## src/rtl/core_frame_loader.sv

```systemverilog
// rtl/core_frame_loader.sv - per-core receiver that assembles broadcast instruction chunks into one frame
// Optional protocol checking (expected index, sticky load_err) under CORE_FRAME_LOADER_CHECK_EN.
module core_frame_loader #(
  parameter int LOAD_TIME  = 4,
  parameter int CNT_W      = 2,
  parameter int INSN_BUS_W = 64,
  parameter int REG_W      = 8
) (
  input  logic                            clk_i,
  input  logic                            rst_ni,
  input  logic                            start_i,
  input  logic [CNT_W-1:0]                load_cnt_i,
  input  logic [INSN_BUS_W-1:0]           insn_data_i,
  input  logic                            init_r0_en_i,
  input  logic [REG_W-1:0]                init_r0_i,
  output logic                            ready_o,
  output logic                            frame_valid_o,
  output logic [LOAD_TIME*INSN_BUS_W-1:0] frame_data_o,
  output logic                            frame_r0_we_o,
  output logic [REG_W-1:0]                frame_r0_o,
  input  logic                            frame_ready_i,
  input  logic                            core_done_i,
  output logic                            load_err_o
);

  typedef enum logic [1:0] {S_IDLE, S_LOAD, S_HANDOFF, S_EXEC} state_e;

  state_e                          state_q, state_d;
  logic                            ready_q, ready_d;
  logic                            valid_q, valid_d;
  logic [LOAD_TIME*INSN_BUS_W-1:0] frame_q, frame_d;
  logic                            r0_we_q, r0_we_d;
  logic [REG_W-1:0]                r0_q, r0_d;

  logic [31:0] cnt_ext;
  logic        cnt_ok, cnt_last, accepting, wr_en;

  assign cnt_ext   = 32'(load_cnt_i);
  assign cnt_ok    = cnt_ext < 32'(LOAD_TIME);
  assign cnt_last  = cnt_ext == 32'(LOAD_TIME - 1);
  assign accepting = (state_q == S_IDLE) || (state_q == S_LOAD);
  assign wr_en     = accepting && start_i && cnt_ok;

  always_comb begin
    state_d = state_q;
    frame_d = frame_q;
    r0_we_d = r0_we_q;
    r0_d    = r0_q;
    case (state_q)
      S_IDLE:    if (start_i) state_d = cnt_last ? S_HANDOFF : S_LOAD;
      S_LOAD:    if (start_i && cnt_last) state_d = S_HANDOFF;
      S_HANDOFF: if (frame_ready_i) state_d = S_EXEC;
      S_EXEC:    if (core_done_i) state_d = S_IDLE;
      default:   state_d = S_IDLE;
    endcase
    if (wr_en) begin
      for (int k = 0; k < LOAD_TIME; k++) begin
        if (cnt_ext == 32'(k)) frame_d[k*INSN_BUS_W +: INSN_BUS_W] = insn_data_i;
      end
    end
    // R0 init travels with the chunk that completes the frame
    if (accepting && start_i && cnt_last) begin
      r0_we_d = init_r0_en_i;
      r0_d    = init_r0_i;
    end
    ready_d = (state_d == S_IDLE) || (state_d == S_LOAD);
    valid_d = (state_d == S_HANDOFF);
  end

  always_ff @(posedge clk_i or negedge rst_ni) begin
    if (!rst_ni) begin
      state_q <= S_IDLE;
      ready_q <= 1'b1;
      valid_q <= 1'b0;
      frame_q <= '0;
      r0_we_q <= 1'b0;
      r0_q    <= '0;
    end else begin
      state_q <= state_d;
      ready_q <= ready_d;
      valid_q <= valid_d;
      frame_q <= frame_d;
      r0_we_q <= r0_we_d;
      r0_q    <= r0_d;
    end
  end

  assign ready_o       = ready_q;
  assign frame_valid_o = valid_q;
  assign frame_data_o  = frame_q;
  assign frame_r0_we_o = r0_we_q;
  assign frame_r0_o    = r0_q;

`ifdef CORE_FRAME_LOADER_CHECK_EN
  logic [CNT_W-1:0] exp_q, exp_d;
  logic             err_q, err_d;

  always_comb begin
    exp_d = exp_q;
    err_d = err_q;
    if (start_i) begin
      if (!accepting || !cnt_ok || (load_cnt_i != exp_q)) err_d = 1'b1;
      // resynchronise to the observed index so one slip reports once
      if (wr_en) exp_d = cnt_last ? '0 : CNT_W'(load_cnt_i + 1'b1);
    end
  end

  always_ff @(posedge clk_i or negedge rst_ni) begin
    if (!rst_ni) begin
      exp_q <= '0;
      err_q <= 1'b0;
    end else begin
      exp_q <= exp_d;
      err_q <= err_d;
    end
  end

  assign load_err_o = err_q;
`else
  assign load_err_o = 1'b0;
`endif

endmodule

```

## config.mk

```make
export PLATFORM = sky130hd
export DESIGN_NAME = core_frame_loader
export DESIGN_NICKNAME = d
export VERILOG_FILES = /design/src/rtl/core_frame_loader.sv
export SDC_FILE = /design/constraint.sdc
export NUM_CORES = 1
export LEC_CHECK = 0
export BUFFER_PORTS_ARGS = -buffer_cell sky130_fd_sc_hd__buf_2
export CAP_MARGIN = 40
export CORE_ASPECT_RATIO = 0.8
export CORE_MARGIN = 3
export CORE_UTILIZATION = 43
export CTS_CLUSTER_DIAMETER = 60
export DETAILED_ROUTE_END_ITERATION = 8
export HOLD_SLACK_MARGIN = 0.15
export PLACE_DENSITY = 0.69
export SLEW_MARGIN = 20
export SYNTH_ARGS = -nofsm -noshare
export SYNTH_HDL_FRONTEND = slang
export SYNTH_SLANG_ARGS = --single-unit
```

## constraint.sdc

```tcl
create_clock -name clk_i -period 2.35 [get_ports clk_i]
set_input_delay 0.1175 -clock clk_i [delete_from_list [all_inputs] [get_ports clk_i]]
set_output_delay 0.1175 -clock clk_i [all_outputs]
set_load 0.02 [all_outputs]
```

Word-level counts from Yosys, hierarchy flattened. Cells that the tools add are included.

Order comparisons: 1. Equality and inequality tests: 8. Mux-type cells: 6. Reduce and logical (&&, ||, !) cells: 13.

Operators with widths (number): 32-bit zero test (1); 2-bit equality test (second input constant) (5); 2-bit 2-to-1 mux (5); 2-bit case mux with 4 select lines (1); 2-bit AND reduction (4); 2-bit by 1-bit equality test with 1-bit output (second input constant) (3); 1-bit logical AND (4); 2-bit zero test (2); 2-bit by 3-bit less-than comparator with 1-bit output (second input constant) (1); 1-bit logical OR (2).

Register bits after elaboration: 269. Output and inout bits: 268. Logic and storage cells: 37.

Depth between registers and ports, before layout. Gate-level depths: netlist (run 1).

Word-level depth: 6. Gate-level depth with buffers: 5. Depth with buffers taken out: 2.

Least setup slack after synthesis (run 1). No wires, ideal clock.

Kind: register to register. Start: reg state_q[1]. End: reg frame_q[10], in the netlist frame_data_o[10]. Arrival time: 1.426 ns. Setup slack: 0.799 ns. Stages on the path, launching flop included: 6. Buffers on the path: 3. Cells stage by stage: dfrtp_1 > buf_6 > nor4b_2 > buf_6 > buf_12 > mux2_4.

Word-level cells in the longest chain between the ends: 5.

Ends and longest elaborated chain: start: declaration (line 28) `state_e state_q, state_d;`; start signal: assignment (line 79) `state_q <= state_d;`; 2-bit by 1-bit equality test with 1-bit output / 2-bit zero test (equally long branches) (line 41) `assign accepting = (state_q == S_IDLE) || (state_q == S_LOAD);`; 1-bit logical OR (*) (line 41); 1-bit logical AND (*) (2 in a row) (line 42) `assign wr_en = accepting && start_i && cnt_ok;`; 2-bit AND reduction (no source line) (*); end signal: assignment (line 82) `frame_q <= frame_d;`; end: declaration (line 31) `logic [LOAD_TIME*INSN_BUS_W-1:0] frame_q, frame_d;`.

Every way passes the cells marked *; elsewhere a longest branch is shown, timed or not. A chain may end at the register's enable or synchronous reset.

Final worst setup path (run 1).
Start: reg state_q[1]. End: reg frame_q[123], in the netlist frame_data_o[123].

The elaborated chain is that of the path after synthesis.

==> results_dict.tcl, run 1 <==
set metrics [dict create \
    finalCritPeriodShare 0.782 \
    syn_nets 658 \
    die_h_um 147 \
    path_class "reg -> reg" \
    die-area_um2 26900 \
    ant_nets 0 \
    yosysTopAreaCell "dfrtp_1" \
    synth_seq_area_share 0.628 \
    grt_pass1_vias 7068 \
    synth-warning-count 0 \
    finalPower_w 0.0163 \
    cts-root-buf "clkbuf_16" \
    slew_violations 0 \
    clk_pin_slew_ps 60 \
    drive_above_1_share 0.656 \
    wl_per_cell_um 19.1 \
    layout_common_cells "buf_2 (345), dfrtp_1 (268), mux2_4 (140)" \
    start_util 0.439 \
    clk-insertion-delay-late_ps 520 \
    cp.arrival_ps 2230 \
    vdd_drop_max_mv 0.660 \
    crit_chain "and4bb_4 > buf_12 > mux2_2" \
    clock_power_share 0.251 \
    ys_ff_latch 269 \
    setup-violations-final 0 \
    cp.buffers_inverters 1 \
    antenna_found_initial 2 \
    drtPass1Iterations 4 \
    yosysUniqueCellTypes 20 \
    vias 6497 \
    ctsResizeCount 0 \
    leakagePower_nw 7.00 \
    core.rowCount 51 \
    cts_buffers 27 \
    ioPinCount 348 \
    finalNetCount 1096 \
    h-tree-depth 1 \
    clock_sinks 269 \
    num_antenna_cells 0 \
    nFillCells 1867 \
    intPower_w 0.0108 \
    gp_congestion 0.765 \
    grt.total_usage 0.187 \
    p_seq_frac 0.411 \
    ys_top_cells_by_area "dfrtp_1 (63%), mux2_4 (20%), mux2_2 (13%)" \
    maxSlewHeadroom 0.532 \
    die_width_um 183 \
    min_period_ps 1840 \
    routed_wl_um 25900 \
    drc 0 \
    cts_tree "built" \
    worst_pin_slew_ps 702 \
    fmaxAchievable_mhz 544 \
    required_ps 2750 \
    start_kind "register" \
    portBuffers 346 \
    avgSynthCellArea_um2 18.6 \
    max_stage_delay_ps 590 \
    cts_setup_buffers 0 \
    switching_power_w 0.00550 \
    mostFrequentLayoutCell "buf_2" \
    netlist_area_um2 10700 \
    cp_max_fo 26 \
    hp-class "in -> async" \
    yosysTopAreaCellShare 0.625 \
    rsz0062_at_grt "false" \
    dpl.hpwl_um 17200 \
    placedCellCount 1228 \
    r2r_cells 3 \
    fin_area_um2 14400 \
    final_cells 1352 \
    setup_tns_ps 0 \
    drt_iter0_markers 152 \
    crit_path_end_kind "register" \
    path_depth 3 \
    p_per_area_nw_per_um2 1140 \
    core_um2 24400 \
    area_delta_synth_final_pct 34.2 \
    hold_buffers 77 \
    cts.path.max_buffers 3 \
    critPathSlowestCell "and4bb_4" \
    whs_ps 198 \
    synthCells 578 \
    grt_pass1_wl_um 40700 \
    place_area_um2 12800 \
    overflow 0 \
    outcome "finished, final reports clean" \
    hold_viol 0 \
    cp_top_family "simple AND/OR/NAND/NOR gates" \
    switching_share 0.337 \
    drv_cap 0 \
    pwr-share-comb 0.338 \
    routed_via_density 4.81 \
    fin_skew_ps 5.64 \
    grt_max_degree 87 \
]
==> state kept, by name (all words and copies together) (netlist names) <==
signal	count
frame_data_o	256
frame_r0_o	8
state_q	2
frame_r0_we_o	1
frame_valid_o	1
ready_o	1
==> per-layer routing <==
| metal | up-vias | GRT usage | wire [um] |
|---|---|---|---|
| met5 | - | 0 | 27 |
| met4 | 4 | 0.0396 | 524 |
| met3 | 38 | 0.0515 | 1950 |
| met2 | 228 | 0.313 | 12300 |
| met1 | 3316 | 0.247 | 11100 |
| li1 | 2911 | - | - |
==> power by group through the flow <==
stage               clock network, W  registers [W]  logic, W
detailed placement                 0        0.00676   0.00548
global placement                   0        0.00673   0.00541
global route                 0.00440        0.00689   0.00583
finish                       0.00410        0.00672   0.00553
floorplan                          0        0.00839   0.00178
CTS                          0.00422        0.00671   0.00559
==> path summary, 6_finish.rpt <==
check / start / end / slack (ps)
min reg2reg: frame_data_o[92]$_DFFE_PN0P_ / frame_data_o[92]$_DFFE_PN0P_ / 490
max reg2reg: state_q[1]$_DFF_PN0_ / frame_data_o[123]$_DFFE_PN0P_ / 510
min in group clk_i: load_cnt_i[1] / frame_data_o[38]$_DFFE_PN0P_ / 280
max in group asynchronous: rst_ni / frame_data_o[240]$_DFFE_PN0P_ / 1390
max: state_q[1]$_DFF_PN0_ / frame_data_o[123]$_DFFE_PN0P_ / 510
min: rst_ni / frame_data_o[152]$_DFFE_PN0P_ / 200
==> stage by stage <==
stage / util / worst slack (ps)
4_1_cts: 0.589 / 513
6_report: 0.589 / 513
3_5_place_dp: 0.523 / 530
2_1_floorplan: - / 799
3_3_place_gp: 0.523 / 562
5_1_grt: 0.589 / 443
==> area by class of cell <==
class,instances,area [um^2],share of cell area
Tap cell,318,398,0.0276
Multi-Input combinational cell,278,3650,0.254
Clock buffer,35,756,0.0525
Clock inverter,12,91.3,0.00634
Sequential cell,269,6730,0.468
Timing Repair Buffer,440,2770,0.192
==> synthesized netlist by cell type, drive strengths merged <==
cell type and n:
dfrtp 268, mux2 266, buf 31, and4bb 2, a21bo 1, a21boi 1
conb 1, dfstp 1, nand2 1, nand3 1, nand4b 1, nor4b 1
o211a 1, o21ai 1, or2b 1
==> kinds of logic (layout without fill, tap and decap cells) <==
family          count (synthesis)  count (layout)  share of synthesized area
flops                         269             269                      0.628
mux                           266             266                      0.328
buf+inv                        31             487                     0.0330
simple gates                    7               7                    0.00747
compound gates                  4               4                    0.00303
other cells                     1               1                   0.000350
==> worst register-to-register path: cells and delay by family (launching register included) <==
kind | cells | cell delay (ps)
buf+inv | 1 | 270
flops | 1 | 480
mux | 1 | 390
simple gates | 1 | 590
No activity file was read; power rests on OpenSTA's default activity.
==> run 2, diff against run 1 <==
PLACE_DENSITY = 0.72   (was 0.69)
clock period = 1.6 ns   (was 2.35 ns; I/O delays follow)
==> run 2 against run 1 <==
- via count is 1.6% higher
- setup slack worse by 480 ps
- utilization is 1.4 points higher
==> results_dict.tcl, run 2 (synthesis results as in run 1) <==
set metrics [dict create \
    path_class "reg -> reg" \
    nFillCells 1813 \
    setup-violations-final 0 \
    num_antenna_cells 0 \
    ioPinCount 348 \
    setup_tns_ps 0 \
    cts.path.max_buffers 3 \
    whs_ps 307 \
    p_seq_frac 0.407 \
    drtPass1Iterations 5 \
    hp-class "in -> reg" \
    cts_buffers 27 \
    crit_start "state_q[1]$_DFF_PN0_" \
    clk_pin_slew_ps 60 \
    outcome "finished, final reports clean" \
    multi_input_area_um2 3650 \
    cp.arrival_ps 1970 \
    die_width_um 183 \
    critPathSlowestCell "dfrtp_1" \
    pwr-share-comb 0.336 \
    p_per_area_nw_per_um2 1650 \
    required_ps 2010 \
    layout_common_cells "buf_2 (345), dfrtp_1 (268), mux2_4 (140)" \
    drc 0 \
    reg2reg_from "state_q[1]$_DFF_PN0_" \
    area_delta_synth_final_pct 37.4 \
    rsz0062_at_grt "false" \
    wl_per_cell_um 18.8 \
    vdd_drop_max_mv 1.07 \
    clk-insertion-delay-late_ps 520 \
    finalCritPeriodShare 0.980 \
    grt.total_usage 0.189 \
    drive_above_1_share 0.659 \
    dpl.hpwl_um 17700 \
    crit_path_end_kind "register" \
    routed_via_density 4.78 \
    intPower_w 0.0162 \
    placedCellCount 1244 \
    vias 6598 \
    clock_power_share 0.258 \
    routed_wl_um 25900 \
    crit_top_cell "buf_12" \
    fmaxAchievable_mhz 638 \
    slew_violations 0 \
    drt_iter0_markers 211 \
    cts_tree "built" \
    start_kind "register" \
    mostFrequentLayoutCell "buf_2" \
    leakagePower_nw 7.18 \
    core_um2 24400 \
    finalNetCount 1121 \
    ant_nets 0 \
    switching_share 0.334 \
    cts-root-buf "clkbuf_16" \
    cp.buffers_inverters 2 \
    finalWorstSetupSlack_ps 32.6 \
    ff_latch_area_um2 6730 \
    finalPower_w 0.0244 \
    die-area_um2 26900 \
    portBuffers 346 \
    max_stage_delay_ps 430 \
    switching_power_w 0.00813 \
    fin_skew_ps 6.01 \
    overflow 0 \
    cp_top_family "flip-flops" \
    start_util 0.439 \
    grt_max_degree 57 \
    die_h_um 147 \
    core.rowCount 51 \
    crit_chain "and4bb_4 > buf_12 > buf_12 > mux2_4" \
    clock_sinks 269 \
    gp_congestion 0.759 \
    final_cells 1379 \
    h-tree-depth 1 \
    cp_max_fo 13 \
    hold_viol 0 \
    drv_cap 0 \
    min_from "frame_ready_i" \
    antenna_found_initial 0 \
    grt_pass1_vias 7043 \
    grt_pass1_wl_um 40800 \
    min_period_ps 1570 \
    largest_reg_flops 256 \
    dpl_worst_slack_ps -40.0 \
]
[run 2: changes by cell type in the layout (fill, tap and decap cells not counted), sizes merged]
cell         previous run  this run
inv                     0         1
bufinv                  1         2
buf                   363       385
clkbuf                 35        39
clkinv                 10         7
clkinvlp                1         0
dlygate4sd3            77        80
[run 2: worst paths after layout]
kind | slack (ps) | cells past startpoint | end
max reg2reg | 30 | 4 | frame_data_o[144]$_DFFE_PN0P_
min | 310 | 3 | frame_valid_o$_DFF_PN0_
min reg2reg | 490 | 1 | frame_data_o[92]$_DFFE_PN0P_
min in group asynchronous | 610 | 3 | frame_data_o[157]$_DFFE_PN0P_
max in group asynchronous | 330 | 4 | frame_data_o[235]$_DFFE_PN0P_
max | 30 | 4 | frame_data_o[144]$_DFFE_PN0P_
[run 2: worst min-delay path, stage by stage]
cell           delay, ps
dlygate4sd3_1        520
buf_2                110
o21ai_0               70
[run 2: power by group through the flow]
stage	sequential [W]	combinational (W)	clock, W
after floorplan	0.0123	0.00261	0
after global placement	0.00992	0.00795	0
after detailed placement	0.00995	0.00809	0
after CTS	0.00989	0.00825	0.00646
after global routing	0.0101	0.00862	0.00671
final	0.00990	0.00818	0.00628
[run 2: stage by stage]
| stage | instance area, um^2 | utilization |
|---|---|---|
| after global routing | 14700 | 0.603 |
| after global placement | 13000 | 0.532 |
| final | 14700 | 0.603 |
| after detailed placement | 13000 | 0.532 |
| after CTS | 14700 | 0.601 |
| after floorplan | 10700 | - |
[run 2: layout make-up]
class,count,share of cell area
Tap cell,318,0.0270
Sequential cell,269,0.457
Clock buffer,39,0.0530
Timing Repair Buffer,465,0.208
Multi-Input combinational cell,278,0.248
Clock inverter,10,0.00722
[run 2: metal layers]
metal / up-vias / part of all wire / track usage
met1: 3310 / 0.44 / 0.261
met2: 265 / 0.46 / 0.301
li1: 2978 / - / -
met3: 45 / 0.077 / 0.0483
met5: - / 0 / 0
met4: 0 / 0.023 / 0.0480
[run 2: repair_timing]
item                                    CTS  global route
buffers inserted                          0             6
pin swaps                                 1             0
endpoints found under the setup margin   30             6
gates resized for setup                   1             0
hold buffers                             80             0
hold endpoints to repair                538             0
==> run 3, diff against run 2 <==
CORE_UTILIZATION = 46   (was 43)
CTS_BUF_LIST = sky130_fd_sc_hd__clkbuf_16   (was unset)
PLACE_DENSITY = 0.76   (was 0.72)
==> run 3 against run 2 <==
- cell area barely moved
- sequential cell count did not move
- setup slack got worse by 22 ps
- critical endpoint is now frame_data_o[149]$_DFFE_PN0P_
- highest routed layer unchanged
==> results_dict.tcl, run 3 (synthesis results as in run 1) <==
set metrics [dict create \
    path_class "reg -> reg" \
    antenna_found_initial 0 \
    largest_reg_flops 256 \
    whs_ps 309 \
    drc 0 \
    mostFrequentLayoutCell "buf_2" \
    cts_tree "built" \
    h-tree-depth 1 \
    final_cells 1372 \
    routed_wl_um 27200 \
    cts.path.max_buffers 3 \
    finalCritPeriodShare 0.993 \
    finalNetCount 1126 \
    cp_max_fo 30 \
    required_ps 2010 \
    clk-insertion-delay-late_ps 540 \
    setup_tns_ps 0 \
    portBuffers 346 \
    vdd_drop_max_mv 1.17 \
    multi_input_area_um2 3660 \
    worst_pin_slew_ps 518 \
    nFillCells 1591 \
    die_width_um 177 \
    ant_nets 0 \
    drv_cap 0 \
    grt_max_degree 64 \
    grt_pass1_vias 7539 \
    leakagePower_nw 7.22 \
    drtPass1Iterations 4 \
    core.rowCount 49 \
    hold_viol 0 \
    slew_violations 0 \
    overflow 0 \
    dpl.hpwl_um 18300 \
    setup-violations-final 0 \
    placedCellCount 1237 \
    rsz0062_at_grt "true" \
    clock_sinks 269 \
    layout_common_cells "buf_2 (345), dfrtp_1 (267), mux2_4 (141)" \
    drt_iter0_markers 263 \
    cts_buffers 28 \
    min_period_ps 1590 \
    maxSlewHeadroom 0.655 \
    wl_per_cell_um 19.8 \
    p_per_area_nw_per_um2 1660 \
    die-area_um2 25200 \
    fin_skew_ps 18.3 \
    clk_pin_slew_ps 60 \
    routed_via_density 4.91 \
    crit_path_end_kind "register" \
    cts-root-buf "clkbuf_16" \
    vias 6731 \
    gp_congestion 0.766 \
    grt.total_usage 0.210 \
    drive_above_1_share 0.656 \
    fmaxAchievable_mhz 629 \
    num_antenna_cells 0 \
    grt_pass1_wl_um 42300 \
    ff_latch_area_um2 6730 \
    core_um2 22700 \
    start_util 0.473 \
    hp-class "in -> reg" \
    start_kind "register" \
    ioPinCount 348 \
    area_delta_synth_final_pct 37.5 \
    outcome "finished, final reports clean" \
    die_h_um 143 \
    cp.arrival_ps 2000 \
]
run 3: stage by stage:
stage	setup slack, ps	utilization	area [um^2]	power (W)
3_3_place_gp	43.8	0.572	13000	0.0179
2_1_floorplan	48.9	-	10700	0.0149
3_5_place_dp	14.1	0.572	13000	0.0181
4_1_cts	-14.6	0.646	14700	0.0246
6_report	10.4	0.650	14700	0.0245
5_1_grt	-15.8	0.650	14700	0.0256
run 3: final timing paths:
kind                            slack, ps                             to  cells after the start                          start
min in group asynchronous             620   frame_data_o[98]$_DFFE_PN0P_                      3                         rst_ni
max in group asynchronous             300  frame_data_o[214]$_DFFE_PN0P_                      4                         rst_ni
worst max register to register         10  frame_data_o[149]$_DFFE_PN0P_                      3           state_q[1]$_DFF_PN0_
worst max-delay path                   10  frame_data_o[149]$_DFFE_PN0P_                      3           state_q[1]$_DFF_PN0_
worst min-delay path                  310      frame_r0_o[6]$_DFFE_PN0P_                      3                   init_r0_i[6]
worst min register to register        500  frame_data_o[211]$_DFFE_PN0P_                      1  frame_data_o[211]$_DFFE_PN0P_
run 3: layout make-up:
cell class                      instances  share of cell area
Multi-Input combinational cell        278               0.248
Clock buffer                           28              0.0475
Sequential cell                       269               0.457
Timing Repair Buffer                  469               0.209
Clock inverter                         22              0.0128
Tap cell                              306              0.0260
run 3: what timing repair did:
action                                  4_1_cts  5_1_grt
setup buffers                                 0        4
endpoints found under the setup margin       19       95
gates resized for setup                       0        6
pin swaps                                     0        2
gates cloned                                  0        1
hold buffers                                 80        0
endpoints found under the hold margin       538        0
run 3: worst max-delay path, cell delays in order (launching register included):
cell and delay (ps):
dfrtp_2 430, and4bb_4 400, buf_16 250, mux2_4 330
run 3: power breakdown:
| part | switching (W) | total, W | internal (W) |
|---|---|---|---|
| logic | 0.00455 | 0.00830 | 0.00375 |
| clock network | 0.00263 | 0.00629 | 0.00366 |
| registers | 0.00114 | 0.00993 | 0.00879 |
| total | 0.00833 | 0.0245 | 0.0162 |
run 3: per-layer routing:
layer / global-route usage / share of wire
met1: 0.267 / 0.42
met4: 0.0669 / 0.032
met2: 0.351 / 0.47
met5: 0 / 0
met3: 0.0621 / 0.081
